<file path="src/rtl/sub_pkg.sv">
// Shared types and constants for the bit-serial subtractor.
package sub_pkg;

  localparam int DEFAULT_WIDTH = 4;

  typedef enum logic [1:0] {
    IDLE  = 2'd0,
    SHIFT = 2'd1,
    DONE  = 2'd2
  } state_t;

endpackage

</file>
<file path="src/rtl/sub_bit_cell.sv">
// 1-bit full subtractor: d = a - b - br_in, with borrow out.
// Purely combinational (0 cycles); no flow control.
module sub_bit_cell (
  input  logic a_i,
  input  logic b_i,
  input  logic br_in,
  output logic d,
  output logic br_out
);

  assign d      = a_i ^ b_i ^ br_in;
  assign br_out = (~a_i & b_i) | (~(a_i ^ b_i) & br_in);

endmodule

</file>
<file path="src/rtl/sub_serial.sv">
// Bit-serial unsigned subtractor, LSB first; result valid WIDTH edges after accept.
// Accepts only in IDLE; holds q/borrow in DONE until out_ready, minimum period WIDTH+2.
module sub_serial
  import sub_pkg::*;
#(
  parameter int WIDTH = DEFAULT_WIDTH
) (
  input  logic             clk,
  input  logic             rst_n,
  input  logic             in_valid,
  output logic             in_ready,
  input  logic [WIDTH-1:0] a,
  input  logic [WIDTH-1:0] b,
  output logic             out_valid,
  input  logic             out_ready,
  output logic [WIDTH-1:0] q,
  output logic             borrow
);

  localparam int CW = $clog2(WIDTH + 1);

  state_t           state_q, state_d;
  logic [CW-1:0]    cnt_q, cnt_d, cnt_inc;
  logic [WIDTH-1:0] a_q, a_d, b_q, b_d, q_q, q_d;
  logic             br_q, br_d;
  logic             cell_d, cell_br;

  // Operands shift right so the current bit is always at position 0.
  sub_bit_cell u_cell (
    .a_i   (a_q[0]),
    .b_i   (b_q[0]),
    .br_in (br_q),
    .d     (cell_d),
    .br_out(cell_br)
  );

  assign in_ready  = (state_q == IDLE);
  assign out_valid = (state_q == DONE);
  assign q         = q_q;
  assign borrow    = br_q;
  assign cnt_inc   = cnt_q + CW'(1);

  always_comb begin
    state_d = state_q;
    cnt_d   = cnt_q;
    a_d     = a_q;
    b_d     = b_q;
    q_d     = q_q;
    br_d    = br_q;
    case (state_q)
      IDLE: begin
        if (in_valid) begin
          a_d     = a;
          b_d     = b;
          br_d    = 1'b0;
          cnt_d   = '0;
          state_d = SHIFT;
        end
      end
      SHIFT: begin
        a_d   = {1'b0, a_q[WIDTH-1:1]};
        b_d   = {1'b0, b_q[WIDTH-1:1]};
        // Filling from the top lands the bit-i result at position i after WIDTH shifts.
        q_d   = {cell_d, q_q[WIDTH-1:1]};
        br_d  = cell_br;
        cnt_d = cnt_inc;
        if (cnt_inc == CW'(WIDTH)) begin
          state_d = DONE;
        end
      end
      DONE: begin
        if (out_ready) begin
          state_d = IDLE;
        end
      end
      default: state_d = IDLE;
    endcase
  end

  always_ff @(posedge clk or negedge rst_n) begin
    if (!rst_n) begin
      state_q <= IDLE;
      cnt_q   <= '0;
      a_q     <= '0;
      b_q     <= '0;
      q_q     <= '0;
      br_q    <= 1'b0;
    end else begin
      state_q <= state_d;
      cnt_q   <= cnt_d;
      a_q     <= a_d;
      b_q     <= b_d;
      q_q     <= q_d;
      br_q    <= br_d;
    end
  end

endmodule

</file>
<file path="config.mk">
export PLATFORM = sky130hd
export DESIGN_NAME = sub_serial
export DESIGN_NICKNAME = d
export VERILOG_FILES = /design/src/rtl/sub_pkg.sv /design/src/rtl/sub_bit_cell.sv /design/src/rtl/sub_serial.sv
export SDC_FILE = /design/constraint.sdc
export NUM_CORES = 1
export LEC_CHECK = 0
export CORE_MARGIN = 5
export CORE_UTILIZATION = 45
export CTS_BUF_LIST = sky130_fd_sc_hd__clkbuf_4
export DETAILED_ROUTE_END_ITERATION = 7
export PLACE_DENSITY = 0.75
export SLEW_MARGIN = 20
export SYNTH_ARGS = -nofsm -noshare
export SYNTH_HDL_FRONTEND = slang
export SYNTH_SLANG_ARGS = --single-unit
export TNS_END_PERCENT = 5
</file>
<file path="constraint.sdc">
create_clock -name clk -period 1.15 [get_ports clk]
set_clock_uncertainty 0.15 [all_clocks]
set_input_delay 0.345 -clock clk [delete_from_list [all_inputs] [get_ports clk]]
set_output_delay 0.345 -clock clk [all_outputs]
set_load 0.01 [all_outputs]
</file>
After elaboration in Yosys (flattened, before gate mapping)
Cells that the tools add are included.
{ "op_classes": {"n_mul": 0, "shifts": 0, "bitwise_logic": 7, "order_cmp": 0, "eq_ne": 6, "n_mux": 12, "n_reduce_logical": 4, "add_sub_neg": 1, "div": 0} }
{ "ops": {"columns": ["operator", "count"], "rows": [
  ["$pmux W4 S2", 2],
  ["$mux W4", 2],
  ["$mux W2", 3],
  ["$pmux W2 S3", 1],
  ["$pmux W3 S2", 1],
  ["$ne A2 B2 Y1 const B", 2],
  ["$add A3 B1 Y3 const B", 1],
  ["$eq A3 B3 Y1 const B", 1],
  ["$mux W3", 1],
  ["$reduce_and A3 Y1", 1],
  ["$and A1 B1 Y1", 2],
  ["$eq A2 B1 Y1 const B", 1],
  ["$eq A2 B2 Y1 const B", 1],
  ["$logic_not A2 Y1", 1],
  ["$ne A2 B1 Y1 const B", 1],
  ["$not A1 Y1", 2],
  ["$pmux W1 S2", 1],
  ["$reduce_and A2 Y1", 1],
  ["$reduce_bool A2 Y1", 1],
  ["$xor A1 B1 Y1", 2],
  ["$mux W1", 1],
  ["$or A1 B1 Y1", 1]
]} }
{ "word_totals": {"elab_cells": 36, "regBits": 18, "input_bits": 12, "latchBits": 0, "n_memories": 0, "rom_bits": 0, "output_inout_bits": 7, "mem_bits_rw": 0} }

Logic depth before layout (Yosys ltp)
Gate-level depths: netlist of run 1.
{ "depth": {"ltp_word": 5, "mapped_depth": 5, "mapped_depth_nobuf": 4} }

Cells and area by module
Synthesis of run 1 repeated with hierarchy kept, for this count alone.
{ "hier_totals": {"hier_cells": 86, "hier_area_um2": 837.1} }
{ "modules_own_cells": {"columns": ["module", "cells_each", "instances", "seq_area_each_um2", "area_each_um2"], "rows": [
  ["sub_serial", 82, 1, 450.4, 805.8],
  ["sub_bit_cell", 4, 1, 0.0, 31.3]
]} }

Worst setup path after synthesis of run 1
Ideal clock, no wire load.
{ "synth_timing": {"kind": "flip-flop to flip-flop", "start": "register b_q[0]", "end": "register br_q, in the netlist borrow", "period_less_slack_ns": 1.263, "required_ns": 0.879, "path_slack_ns": -0.113, "stages_incl_launch_ff": 3, "path_buffers": 0, "arrival_ns": 0.992, "setup_time_ns": 0.121, "cell_sequence": "dfrtp_1 fa_1 a22o_1"} }
{ "synth_via": {"elab_chain_len": 5, "elab_cells_between_ends": 6, "classes_between": "1 x mux; 5 x bitwise"} }
{ "synth_rtl": {"columns": ["element", "line", "source"], "rows": [
  ["from (decl)", "sub_serial.sv:24", "logic [WIDTH-1:0] a_q, a_d, b_q, b_d, q_q, q_d;"],
  ["from (signal assigned)", "sub_serial.sv:85", "b_q <= '0;"],
  ["from (signal assigned)", "sub_serial.sv:92", "b_q <= b_d;"],
  ["$xor A1 B1 Y1", "sub_bit_cell.sv:12", "assign br_out = (~a_i & b_i) | (~(a_i ^ b_i) & br_in);"],
  ["$not A1 Y1", "sub_bit_cell.sv:12", null],
  ["$and A1 B1 Y1", "sub_bit_cell.sv:12", null],
  ["$or A1 B1 Y1 *", "sub_bit_cell.sv:12", null],
  ["$pmux W1 S2 *", "sub_serial.sv:50", "case (state_q)"],
  ["to (signal assigned)", "sub_serial.sv:94", "br_q <= br_d;"],
  ["to (decl)", "sub_serial.sv:25", "logic br_q, br_d;"]
]} }
Every way passes the cells marked *; elsewhere a longest branch is shown, timed or not.
A chain may end at the register's enable or synchronous reset.

Worst setup path in the final report of run 1
{ "layout_timing": {"start": "register state_q[1]", "end": "output port out_valid"} }
{ "layout_via": {"elab_chain_len": 1} }
{ "layout_rtl": {"columns": ["element", "line", "source"], "rows": [
  ["from (decl)", "sub_serial.sv:22", "state_t state_q, state_d;"],
  ["from (signal assigned)", "sub_serial.sv:89", "state_q <= state_d;"],
  ["$eq A2 B2 Y1", "sub_serial.sv:38", "assign out_valid = (state_q == DONE);"],
  ["to (decl)", "sub_serial.sv:14", "output logic out_valid,"]
]} }
Every way passes these cells.

==> results.sh, run 1 <==
export IMPL_cts_root_buf="clkbuf_4"
export IMPL_yosys_warnings=0
export IMPL_core_area_um2=1780
export IMPL_wl_um=2170
export IMPL_n_antenna_cell=0
export IMPL_synth_most_common_cell="dfrtp_1"
export IMPL_netlist_area_leader_share_pct=52.1
export IMPL_worst_setup_path_end_kind="output pin"
export IMPL_r2r_setup_slack_ps=-220
export IMPL_synth_cell_type_count=24
export IMPL_cts_hold_buf=0
export IMPL_hpwl_um=1470
export IMPL_ys_seq_elements=18
export IMPL_initial_core_util_pct=48.5
export IMPL_synth_ff_type="dfrtp_1"
export IMPL_nets=130
export IMPL_wl_per_cell_um=15.7
export IMPL_dieArea_um2=2900
export IMPL_ant_nets=0
export IMPL_fin_ws_ps=-338
export IMPL_drive_above_1_share_pct=38.1
export IMPL_async_reset_ff_share_pct=100
export IMPL_ys_seq_area_share_pct=52.1
export IMPL_critPathLaunch="state_q[1]$_DFFE_PN0P_"
export IMPL_met1_length_um=863
export IMPL_fin_crit_ps=1490
export IMPL_syn_to_final_growth_pct=39.9
export IMPL_htreeDepth=1
export IMPL_slew_violations=0
export IMPL_ios=19
export IMPL_dr_wl_met2_um=1150
export IMPL_syn_nets=97
export IMPL_synth_edf_count=0
export IMPL_synth_area_leaders="dfrtp_1 52%, o22ai_1 8.7%, nand2_1 6.1%"
export IMPL_grt_max_degree=19
export IMPL_wl_met3_um=104
export IMPL_viasPerCell=5.39
export IMPL_cp_arrival_ps=990
export IMPL_first_pass_iters=4
export IMPL_routed_via_count=744
export IMPL_final_core_util_pct=67.9
export IMPL_finalPower_uw=3240
export IMPL_hp_class="input port to asynchronous set/reset pin"
export IMPL_clkTransAtPathRegs_ps=100
export IMPL_fp_dieH_um=53.8
export IMPL_design_area_um2=1210
export IMPL_syn_area_um2=865
export IMPL_tightest_slew_ps=199
export IMPL_drc=0
export IMPL_rr_startpoint="borrow$_DFFE_PN0P_"
export IMPL_ff2ff_path_depth=3
export IMPL_fillers=123
export IMPL_start_kind="register"
export IMPL_path_class="register to output pin"
export IMPL_fin_crit_sh_pct=129
export IMPL_slew_headroom_pct=86.6
export IMPL_status="complete, but fails checks"
export IMPL_ir_drop_mv=1.34
export IMPL_multi_input_area_um2=422
export IMPL_clock_path_buffers=2
export IMPL_gp_congestion=0.753
export IMPL_rr_endpoint="q[3]$_DFFE_PN0P_"
export IMPL_dieWidth_um=53.8
export IMPL_regArea_um2=450
export IMPL_postSynthCellCount=82
export IMPL_violations="negative setup slack"
export IMPL_tritoncts="done"
export IMPL_rsz0062_at_grt="yes"
export IMPL_setup_violations=24
export IMPL_grt_overflow=0
export IMPL_grt_pass1_wl_um=3500
export IMPL_p_per_area_nw_per_um2=2680
export IMPL_finalHoldViolations=0
export IMPL_synthTopCellsByCount="18 x dfrtp_1, 14 x nand2_1, 12 x o22ai_1, 6 x a21oi_1"
export IMPL_syn_area_per_cell_um2=10.5
export IMPL_track_usage_pct=17.6
export IMPL_cts_sinks=18
export IMPL_top_layer="met4"
export IMPL_clk_insertion_delay_late_ps=290
export IMPL_required_ps=650
export IMPL_synth_top_area_cell="dfrtp_1"
export IMPL_grt_pass1_vias=715
export IMPL_drtIter0Drc=15
export IMPL_fin_setup_tns_ps=-3050
export IMPL_postPlaceCellArea_um2=1150
export IMPL_crit_fanout=3
export IMPL_maxCapViolations=0
export IMPL_leakagePower_uw=0.000557
export IMPL_cts_inserted_buffers=3
export IMPL_antenna_found_initial=0
export IMPL_std_cell_rows=15
export IMPL_fmax_mhz=672
export IMPL_portBuffers=18
==> critical path, stage by stage (launching register included) <==
cell	delay, ps
dfrtp_1	400
inv_2	60
nor2_2	110
buf_2	140
==> placed cells by master, fill, tap and decap left out <==
cell type / n
nor2_2: 1
and2b_4: 1
xor2_2: 1
dlygate4sd2_1: 1
o31ai_2: 1
o21ai_1: 4
fa_2: 1
ha_1: 1
clkbuf_4: 3
a22o_1: 2
o311ai_2: 1
nand3_1: 2
o31ai_1: 1
o21bai_4: 1
a31oi_1: 1
dfrtp_1: 18
inv_1: 2
nand2_1: 14
ha_2: 1
nor2_1: 2
o22ai_1: 6
clkdlybuf4s50_1: 10
buf_4: 12
buf_6: 1
a21oi_1: 6
inv_2: 3
buf_12: 1
nand2b_4: 2
o22ai_2: 6
buf_2: 7
==> final cells by class <==
type,instances,area share (%)
clock buffers,3,1.86
inverters,5,1.55
multi-input cells,55,34.9
flip-flops and latches,18,37.2
well taps,25,2.59
repair buffers,32,21.9
==> sequential cells by signal, indices dropped and copies added, names as in the netlist <==
| register | count |
|---|---|
| b_q | 4 |
| borrow | 1 |
| state_q | 2 |
| a_q | 4 |
| q | 4 |
| cnt_q | 3 |
==> cell families after synthesis <==
family / count (synthesis) / share of synthesized area, %
flops: 18 / 52.1
compound gates: 29 / 22.7
fa+ha+maj: 3 / 5.21
buf+inv: 9 / 6.94
simple gates: 22 / 12.0
xor+xnor: 1 / 1.01
==> layer usage <==
layer / vias to the layer above / GRT usage [%]
li1: 357 / -
met1: 360 / 20.8
met2: 22 / 29.4
met3: 5 / 2.77
met4: 0 / 11.5
met5: - / 0
==> worst max path at each step <==
| stage | to | slack [ps] | cells after the start |
|---|---|---|---|
| 4_1_cts | out_valid | -330 | 3 |
| 3_3_place_gp | a_q[0]$_DFFE_PN0P_ | -390 | 4 |
| 6_report | out_valid | -340 | 3 |
| 3_5_place_dp | a_q[0]$_DFFE_PN0P_ | -460 | 4 |
| 5_1_grt | out_valid | -430 | 3 |
| 2_1_floorplan | q[3]$_DFFE_PN0P_ | -110 | 3 |
==> metrics by stage <==
step / worst slack (ps) / hold WS [ps] / std cells
6_report: -338 / 235 / 138
5_1_grt: -430 / 218 / 138
4_1_cts: -327 / 230 / 137
3_5_place_dp: -464 / 320 / 134
3_3_place_gp: -393 / 307 / 134
2_1_floorplan: -107 / -101 / 82
==> repair_timing <==
item,4_1_cts,5_1_grt
buffers inserted,0,1
endpoints found under the setup margin,25,25
resized for setup,36,7
pin swaps,5,5
hold endpoints to repair,0,0
==> power breakdown <==
part | internal, µW | leakage (µW) | switching (µW)
sequential | 923 | 0.000223 | 220
clock | 122 | 0.0000138 | 186
combinational | 905 | 0.000320 | 884
total | 1950 | 0.000557 | 1290
Note: power is estimated with default switching activity, not from simulation.
==> run 2, diff against run 1 <==
--- a/config.mk
+++ b/config.mk
@@ -9,6 +9,7 @@
 export CORE_UTILIZATION = 45
 export CTS_BUF_LIST = sky130_fd_sc_hd__clkbuf_4
 export DETAILED_ROUTE_END_ITERATION = 7
+export MAX_ROUTING_LAYER = met4
 export PLACE_DENSITY = 0.75
 export SLEW_MARGIN = 20
 export SYNTH_ARGS = -nofsm -noshare
==> results.sh, run 2 (synthesis gave the netlist of run 1 again) <==
export IMPL_viasPerCell=5.41
export IMPL_grt_overflow=0
export IMPL_ant_nets=0
export IMPL_grt_pass1_wl_um=3490
export IMPL_routed_via_count=747
export IMPL_slew_violations=0
export IMPL_fin_crit_sh_pct=130
export IMPL_rsz0062_at_grt="yes"
export IMPL_final_cell_mix="18 x dfrtp_1, 14 x nand2_1, 12 x buf_4"
export IMPL_drtIter0Drc=28
export IMPL_cts_root_buf="clkbuf_4"
export IMPL_antenna_found_initial=0
export IMPL_fin_setup_tns_ps=-3080
export IMPL_cts_sinks=18
export IMPL_clk_insertion_delay_late_ps=300
export IMPL_final_common_cell="dfrtp_1"
export IMPL_std_cell_rows=15
export IMPL_setup_violations=24
export IMPL_n_antenna_cell=0
export IMPL_initial_core_util_pct=48.5
export IMPL_dieWidth_um=53.8
export IMPL_p_per_area_nw_per_um2=2690
export IMPL_hpwl_um=1470
export IMPL_start_kind="register"
export IMPL_nets=130
export IMPL_slew_headroom_pct=86.1
export IMPL_tightest_slew_ps=207
export IMPL_finalHoldViolations=0
export IMPL_crit_fanout=3
export IMPL_ir_drop_mv=1.34
export IMPL_cts_inserted_buffers=3
export IMPL_core_area_um2=1780
export IMPL_slowest_stage="dfrtp_1"
export IMPL_dpl_worst_slack_ps=-464
export IMPL_syn_to_final_growth_pct=39.9
export IMPL_drc=0
export IMPL_hp_class="input port to asynchronous set/reset pin"
export IMPL_wl_um=2190
export IMPL_cp_arrival_ps=1000
export IMPL_finalPower_uw=3250
export IMPL_maxCapViolations=0
export IMPL_crit_path_cell_trace="inv_2 > nor2_2 > buf_2"
export IMPL_fin_crit_ps=1490
export IMPL_worst_setup_path_end_kind="output pin"
export IMPL_violations="negative setup slack"
export IMPL_dieArea_um2=2900
export IMPL_stdcell_count=138
export IMPL_clkTransAtPathRegs_ps=100
export IMPL_required_ps=650
export IMPL_first_pass_iters=5
export IMPL_tritoncts="done"
export IMPL_fillers=123
export IMPL_wl_per_cell_um=15.9
export IMPL_fin_ws_ps=-342
export IMPL_status="complete, but fails checks"
export IMPL_fp_dieH_um=53.8
export IMPL_fmax_mhz=670
export IMPL_htreeDepth=1
export IMPL_track_usage_pct=18.1
export IMPL_path_class="register to output pin"
export IMPL_clock_path_buffers=2
export IMPL_leakagePower_uw=0.000557
export IMPL_grt_pass1_vias=715
export IMPL_dp_cells=134
export IMPL_gp_congestion=0.763
export IMPL_drive_above_1_share_pct=38.1
export IMPL_grt_max_degree=19
export IMPL_portBuffers=18
export IMPL_ios=19
export IMPL_slowest_delay_ps=400
export IMPL_whs_ps=228
-- run 2: cell counts in the layout (fill, tap and decap cells not counted) --
No cell type changed its count.
-- run 2: stage by stage --
step	instance area (µm²)	util, %
6_report	1210	67.9
5_1_grt	1210	67.9
4_1_cts	1170	65.5
3_5_place_dp	1150	64.4
3_3_place_gp	1150	64.4
2_1_floorplan	867	-
-- run 2: critical path: cells and delay by family, from the launching register on --
family	cells	cell delay (ps)
buf+inv	2	200
flops	1	400
simple gates	1	110
-- run 2: cell type report --
type	instances	area (µm²)	share of cell area, %
repair buffers	32	265	21.9
clock buffers	3	22.5	1.86
inverters	5	18.8	1.55
flip-flops and latches	18	450	37.2
multi-input cells	55	422	34.9
well taps	25	31.3	2.59
-- run 2: worst paths after layout --
kind | endpoint | start | slack, ps | cells past startpoint
max | out_valid | state_q[1]$_DFFE_PN0P_ | -340 | 3
min | b_q[1]$_DFFE_PN0P_ | rst_n | 230 | 2
max reg2reg | q[3]$_DFFE_PN0P_ | borrow$_DFFE_PN0P_ | -230 | 3
min reg2reg | q[0]$_DFFE_PN0P_ | q[0]$_DFFE_PN0P_ | 350 | 2
max in group asynchronous | cnt_q[2]$_DFFE_PN0P_ | rst_n | 490 | 2
min in group clk | q[0]$_DFFE_PN0P_ | q[0]$_DFFE_PN0P_ | 350 | 2
-- run 2: where the power goes --
group          internal [µW]  switching (µW)
sequential               923             220
clock                    122             192
combinational            905             889
total                   1950            1300
-- run 2: repair_timing --
| item | in CTS | in global routing |
|---|---|---|
| resized for setup | 36 | 7 |
| hold buffers | 0 | 0 |
| setup endpoints to repair | 25 | 25 |
| setup buffers | 0 | 1 |
| endpoints found under the hold margin | 0 | 0 |
| pin swaps | 5 | 5 |
-- run 2: per-layer routing --
metal | vias to the layer above | global-route usage, % | wire length (µm)
met5 | - | - | 0
met4 | 0 | 11.5 | 51
met3 | 5 | 2.49 | 97
met2 | 24 | 29.4 | 1160
met1 | 365 | 20.8 | 886
li1 | 353 | - | -
==> run 3, diff against run 2 <==
--- a/config.mk
+++ b/config.mk
@@ -5,6 +5,7 @@
 export SDC_FILE = /design/constraint.sdc
 export NUM_CORES = 1
 export LEC_CHECK = 0
+export CORE_ASPECT_RATIO = 1.25
 export CORE_MARGIN = 5
 export CORE_UTILIZATION = 45
 export CTS_BUF_LIST = sky130_fd_sc_hd__clkbuf_4
==> results.sh, run 3 (synthesis gave the netlist of run 1 again) <==
export IMPL_final_cell_mix="18 x dfrtp_1, 14 x nand2_1, 14 x buf_4"
export IMPL_leakagePower_uw=0.000552
export IMPL_setup_violations=24
export IMPL_wl_per_cell_um=13.4
export IMPL_clk_insertion_delay_late_ps=300
export IMPL_track_usage_pct=15.0
export IMPL_final_common_cell="dfrtp_1"
export IMPL_nets=132
export IMPL_comb_power_share_pct=52.8
export IMPL_dieWidth_um=49.2
export IMPL_fp_dieH_um=59.0
export IMPL_grt_pass1_vias=744
export IMPL_drc=0
export IMPL_drive_above_1_share_pct=30.2
export IMPL_clkTransAtPathRegs_ps=100
export IMPL_fin_crit_sh_pct=126
export IMPL_crit_fanout=3
export IMPL_worst_setup_path_end_kind="output pin"
export IMPL_fillers=160
export IMPL_cts_inserted_buffers=3
export IMPL_std_cell_rows=17
export IMPL_fin_crit_ps=1450
export IMPL_slew_violations=0
export IMPL_clock_path_buffers=2
export IMPL_hp_class="input port to asynchronous set/reset pin"
export IMPL_tightest_slew_ps=210
export IMPL_viasPerCell=5.50
export IMPL_crit_path_cell_trace="inv_1 > nor2_1 > buf_2"
export IMPL_cp_arrival_ps=950
export IMPL_cts_hold_buf=0
export IMPL_slew_headroom_pct=85.8
export IMPL_core_area_um2=1810
export IMPL_p_per_area_nw_per_um2=2610
export IMPL_first_pass_iters=4
export IMPL_finalPower_uw=3050
export IMPL_regArea_um2=450
export IMPL_fin_ws_ps=-298
export IMPL_tritoncts="done"
export IMPL_gp_congestion=0.776
export IMPL_multi_input_area_um2=367
export IMPL_grt_overflow=0
export IMPL_cts_sinks=18
export IMPL_hpwl_um=1370
export IMPL_clockPowerShare_pct=10.9
export IMPL_grt_max_degree=19
export IMPL_slowest_stage="dfrtp_1"
export IMPL_cts_root_buf="clkbuf_4"
export IMPL_drtIter0Drc=16
export IMPL_n_antenna_cell=0
export IMPL_initial_core_util_pct=47.8
export IMPL_slowest_delay_ps=410
export IMPL_critical_path_top_delay_family="flip-flops"
export IMPL_antenna_found_initial=0
export IMPL_path_class="register to output pin"
export IMPL_power_internal_uw=1880
export IMPL_wl_um=1820
export IMPL_portBuffers=18
export IMPL_ant_nets=0
export IMPL_crit_buf_inv=2
export IMPL_routed_via_count=742
export IMPL_violations="negative setup slack"
export IMPL_grt_pass1_wl_um=3200
export IMPL_htreeDepth=1
export IMPL_status="complete, but fails checks"
export IMPL_fin_setup_tns_ps=-2570
export IMPL_finalHoldViolations=0
export IMPL_syn_to_final_growth_pct=34.9
export IMPL_ios=19
export IMPL_power_sequential_fraction_pct=36.4
export IMPL_start_kind="register"
export IMPL_ir_drop_mv=1.38
export IMPL_required_ps=650
export IMPL_rsz0062_at_grt="yes"
export IMPL_maxCapViolations=0
export IMPL_fmax_mhz=690
export IMPL_power_switching_uw=1160
export IMPL_switching_share_pct=38.2
export IMPL_dieArea_um2=2900
run 3: changes by cell type in the layout (fill, tap and decap cells not counted), sizes merged:
cell	change
buf	+2
clkinv	+1
run 3: layer usage:
metal	vias to the layer above	global-route usage, %	part of all wire (%)
met5	-	-	0
met4	0	10.0	2.9
met3	5	4.03	6.0
met2	15	23.9	51
met1	358	16.2	41
li1	364	-	-
run 3: worst paths after layout:
check	from	endpoint	slack, ps	cells past startpoint
setup / recovery	state_q[1]$_DFFE_PN0P_	out_valid	-300	3
min in group clk	q[0]$_DFFE_PN0P_	q[0]$_DFFE_PN0P_	330	2
hold / removal	rst_n	b_q[3]$_DFFE_PN0P_	210	2
hold reg to reg	q[0]$_DFFE_PN0P_	q[0]$_DFFE_PN0P_	330	2
max in group asynchronous	rst_n	cnt_q[1]$_DFFE_PN0P_	510	2
setup reg to reg	borrow$_DFFE_PN0P_	q[3]$_DFFE_PN0P_	-190	3
run 3: area by class of cell:
cell class	count	area share [%]
flip-flops and latches	18	38.6
multi-input cells	55	31.4
repair buffers	34	24.0
well taps	19	2.04
clock buffers	3	1.93
inverters	5	1.61
clock inverters	1	0.322
run 3: stage by stage:
step | cells | instance area [µm²] | utilization (%) | hold slack [ps] | setup slack [ps]
3_3_place_gp | 129 | 1150 | 63.5 | 309 | -410
4_1_cts | 135 | 1170 | 64.5 | 204 | -314
3_5_place_dp | 129 | 1150 | 63.5 | 312 | -464
5_1_grt | 135 | 1170 | 64.5 | 196 | -367
6_report | 135 | 1170 | 64.5 | 211 | -298
2_1_floorplan | 82 | 867 | - | -101 | -107
run 3: worst reg2reg max path: cells and delay by family, from the launching register on:
kind,cells,cell delay (ps)
buffers and inverters,1,120
adder cells (fa/ha/maj),1,510
AO/OA/AOI/OAI,1,60
flip-flops,1,400
run 3: repair_timing:
item,CTS,global route
buffers inserted,2,0
gates resized for setup,33,0
pin swaps,3,1
cloned,0,0
setup endpoints to repair,25,25
run 3: power groups by stage:
| stage | Combinational (µW) | Sequential [µW] | Clock, µW |
|---|---|---|---|
| after floorplan | 959 | 1180 | 0 |
| after global placement | 1610 | 1100 | 0 |
| after detailed placement | 1670 | 1120 | 0 |
| after CTS | 1640 | 1110 | 350 |
| after global routing | 1830 | 1150 | 379 |
| final | 1610 | 1110 | 332 |
